File: config.mk
export PLATFORM = sky130hd
export DESIGN_NAME = mult_sched
export DESIGN_NICKNAME = d
export VERILOG_FILES = /design/src/rtl/mult_sched.sv
export SDC_FILE = /design/constraint.sdc
export NUM_CORES = 1
export LEC_CHECK = 0
export CAP_MARGIN = 10
export CORE_ASPECT_RATIO = 1.2
export CORE_UTILIZATION = 32
export DETAILED_ROUTE_END_ITERATION = 6
export PLACE_DENSITY = 0.74
export SLEW_MARGIN = 10
export SYNTH_ARGS = -nofsm -noshare
export SYNTH_HDL_FRONTEND = slang
export SYNTH_SLANG_ARGS = --single-unit
File: constraint.sdc
create_clock -name clk -period 1.8 [get_ports clk]
set_clock_uncertainty 0.1 [all_clocks]
set_input_delay 0.18 -clock clk [delete_from_list [all_inputs] [get_ports clk]]
set_output_delay 0.18 -clock clk [all_outputs]
set_load 0.01 [all_outputs]
File: src/rtl/mult_sched.sv
// Two-channel round-robin scheduler in front of a shared Booth multiplier.
// Optional WAIT watchdog is enabled with `define MULT_SCHED_TIMEOUT_EN.
module mult_sched #(
  parameter int M_BITS         = 12,
  parameter int N_BITS         = 8,
  parameter int TIMEOUT_CYCLES = 15
) (
  input  logic                     clk,
  input  logic                     rst,
  input  logic [1:0]               req,
  input  logic [M_BITS-1:0]        mpd0,
  input  logic [M_BITS-1:0]        mpd1,
  input  logic [N_BITS-1:0]        mpr0,
  input  logic [N_BITS-1:0]        mpr1,
  output logic [1:0]               gnt,
  output logic [1:0]               done,
  output logic [M_BITS+N_BITS-1:0] prod,
  output logic                     err,
  output logic                     sched_busy,
  output logic                     mult_start,
  output logic [M_BITS-1:0]        mult_mpd,
  output logic [N_BITS-1:0]        mult_mpr,
  input  logic                     mult_busy,
  input  logic [M_BITS+N_BITS-1:0] mult_prod
);

  localparam int P_BITS = M_BITS + N_BITS;

  if (N_BITS > M_BITS || TIMEOUT_CYCLES < 1) begin : g_bad_cfg
    $error("mult_sched: invalid parameters");
  end

  typedef enum logic [1:0] {
    IDLE,
    ISSUE,
    WAIT,
    DONE
  } state_t;

  state_t state;
  logic   last;
  logic   cur;
  logic   pick;
  logic   tmo;

  // Tie goes to the channel not served last; a lone requester wins.
  assign pick = req[1] & (~req[0] | ~last);

  always_comb begin
    gnt = 2'b00;
    if (!rst && state == IDLE && req != 2'b00) begin
      gnt = pick ? 2'b10 : 2'b01;
    end
  end

`ifdef MULT_SCHED_TIMEOUT_EN
  localparam int TW = $clog2(TIMEOUT_CYCLES + 1);

  logic [TW-1:0] tcnt;

  assign tmo = (tcnt == TW'(TIMEOUT_CYCLES));

  always_ff @(posedge clk) begin
    if (rst || state != WAIT) begin
      tcnt <= '0;
    end else if (!tmo) begin
      tcnt <= tcnt + TW'(1);
    end
  end
`else
  assign tmo = 1'b0;
  assign err = 1'b0;
`endif

  always_ff @(posedge clk) begin
    if (rst) begin
      state      <= IDLE;
      last       <= 1'b1;
      cur        <= 1'b0;
      mult_mpd   <= '0;
      mult_mpr   <= '0;
      mult_start <= 1'b0;
      sched_busy <= 1'b0;
      done       <= 2'b00;
      prod       <= '0;
`ifdef MULT_SCHED_TIMEOUT_EN
      err        <= 1'b0;
`endif
    end else begin
      mult_start <= 1'b0;
      done       <= 2'b00;
      prod       <= '0;
`ifdef MULT_SCHED_TIMEOUT_EN
      err        <= 1'b0;
`endif
      unique case (state)
        IDLE: begin
          if (gnt != 2'b00) begin
            cur        <= pick;
            mult_mpd   <= pick ? mpd1 : mpd0;
            mult_mpr   <= pick ? mpr1 : mpr0;
            mult_start <= 1'b1;
            sched_busy <= 1'b1;
            state      <= ISSUE;
          end
        end
        // Core busy is not meaningful until it has loaded the start.
        ISSUE: begin
          state <= WAIT;
        end
        WAIT: begin
          if (!mult_busy) begin
            prod  <= mult_prod;
            done  <= cur ? 2'b10 : 2'b01;
            state <= DONE;
          end else if (tmo) begin
            prod  <= P_BITS'(0);
            done  <= cur ? 2'b10 : 2'b01;
`ifdef MULT_SCHED_TIMEOUT_EN
            err   <= 1'b1;
`endif
            state <= DONE;
          end
        end
        DONE: begin
          last       <= cur;
          sched_busy <= 1'b0;
          state      <= IDLE;
        end
        default: begin
          state <= IDLE;
        end
      endcase
    end
  end

endmodule

==> results of run 1 <==
worst paths after layout:
kind | cells after the start | slack, ps | startpoint | to
setup / recovery | 5 | 110 | state[0] | gnt[1]
hold / removal | 2 | 340 | mult_prod[9] | prod[9]
setup reg to reg | 6 | 140 | state[0] | mult_mpd[11]
hold reg to reg | 1 | 380 | state[0] | state[0]
cell usage in the layout, fill, tap and decap left out, drive strengths merged, types with 2 or more instances in the layout:
master	instances
buf	12
nand2b	3
inv	2
clkbuf	7
nor2	4
dfxtp	48
clkdlybuf4s50	108
a21oi	2
and2	23
and3	21
nor2b	3
ha	3
a22oi	2
a221o	20
sequential cells by signal, indices dropped and copies added (netlist names):
register and cells:
state 2, last 1, done 2, mult_mpr 8
sched_busy 1, mult_mpd 12, mult_start 1, cur 1
prod 20
worst max-delay path, cell delays in order (launching register included):
cell,delay (ps)
dfxtp_2,340
inv_1,60
ha_1,200
nor2b_4,130
and2_1,120
dlygate4sd2_1,270
layer usage:
layer  share of wire [%]  wire (um)
met4                 1.6         72
met3                 7.6        333
met2                  49       2120
met5                   0          0
met1                  42       1845
kinds of logic after synthesis:
family	after synthesis
AO/OA/AOI/OAI	28
buffers and inverters	15
AND/OR/NAND/NOR	58
flip-flops	48
multiplexers	1
adder cells (fa/ha/maj)	3
other	1
final cells by class:
class / count / area share [%]
Clock inverter: 2 / 1.160
Clock buffer: 6 / 2.404
Inverter: 2 / 0.2487
Timing Repair Buffer: 122 / 39.25
Sequential cell: 48 / 31.87
Multi-Input combinational cell: 91 / 22.50
Tap cell: 62 / 2.569
stage by stage:
| step | hold WS, ps | util (%) | cell area (sq um) | cells |
|---|---|---|---|---|
| after floorplan | 201.7 | - | 1734 | 154 |
| after global placement | 366.2 | 55.43 | 2917 | 325 |
| after detailed placement | 357.9 | 55.43 | 2917 | 325 |
| after CTS | 320.5 | 57.48 | 3024 | 333 |
| after global routing | 322.8 | 57.38 | 3019 | 333 |
| final | 336.5 | 57.38 | 3019 | 333 |
repair_timing:
item                                    in CTS  in global routing
endpoints found under the setup margin       2                  1
gates cloned                                 0                  0
gates resized for setup                      4                  1
where the power goes:
group          switching [mW]  leakage [nW]  internal, mW  total [mW]
combinational           0.428         0.825         0.669        1.10
clock                   0.342        0.0552         0.412       0.755
sequential              0.108         0.392          1.27        1.38
==> metrics.txt, run 1 <==
outcome=finished, final reports clean; power per cell area=1070 nW/um^2; Synthesis Warnings=0; VDD IR max=0.0004549 V; grt met1 use=17.79%; CTS buffer count=5; Pre-antenna DRT Iters=4; insertion delay to the later sink of the worst-skew pair=290 ps; Synth Cell Area=1734 sq um; Die X=69.20 um; GP Congestion=0.7006; Max-Cap Viols=0; area share of fa/ha/maj cells after synthesis=2.165%; P&R area growth vs syn=74.10%; initial DRC count=70; layout cell share with drive strength beyond 1=8.856%; hold crit path type=input port to register; H-tree depth=2; largest net degree at the start of global routing=23; Post-Route WL=4371 um; vias=1550; met2 GRT Util=24.66%; final worst setup slack=105.1 ps; dpl ws=-21.93 ps; global-route wire length before repair=6810 um; Worst-path clk slew=90 ps; XOR/XNOR share of the synthesized area=0%; mux contribution to synthesized area=0.5772%; Final HPWL DP=3202 um; library cells used by synthesis=27; Final Setup Violations=0; Crit Path Category=register to output pin; routed len/inst=13.13 um; power after layout=3.230 mW; Core Rows=29; fillers=487; max-slew violations=0; Synth Area in Simple Gates=21.43%; gr usage total=15.13%; Multi-input gate area=679.4 sq um; Leak=1.272 nW; TNS Setup=0 ps; DR vias/cell=4.655; CP Capture Type=output pin; f_max=0.5900 GHz; largest family of logic cells by synthesized area=simple AND/OR/NAND/NOR gates; asr flop ratio synth=0%; CP Launch Type=register; # DRC=0; Tmin final=1695 ps; number of global-route vias before repair=1430; Avg Inst Size Synth=11.26 sq um; CTS tree=done; WP data required=1520 ps; count leader, synth=dfxtp_1; unrepaired setup endpoints after global routing=false; critical path arrival=1410 ps; die area=5719 sq um; Die Ht=82.64 um; initial antenna violation count=0; antenna viol nets, final=0; ys flop type=dfxtp_1; syn_nets=222; clk root buf=clkbuf_8; leading area contributor after synthesis=dfxtp_1; GR peak layer=met2; Bufs on Longest Clock Path=2; most frequent cells after synthesis=dfxtp_1, and2_1, a221o_1, and3_1, clkbuf_1; crit path max fanout=3; Boundary Pins=112; top cells by area, synth=dfxtp_1, a221o_1, and2_1; sequential fraction of the synthesis area=55.41%; Register Area=962.2 sq um; antenna diode count=0; post-synth top area share=55.41%; IO Port Bufs=110; Core ar.=5261 sq um; Post-synth EDFFs=0; Synth Area in Compound Gates=14.79%; final layout net count=338; Post-CTS Hold Buffers=0; number of synthesized register bits=48; met3 Use GR=4.976%; initial core utilization=32.96%; Congestion Overflow GR=0; post-CTS setup repair buffer count=0; Hold Vio Cnt, Final=0; CTS sink cnt=48; fin crit share=94.16%; Syn Inst Count=154
Power figures use the tool's default switching activity.
==> run 2, diff against run 1 <==
- SLEW_MARGIN: 10 -> 0
==> results of run 2 <==
Same layout as run 1: the final DEF is identical, and so are final timing and power.
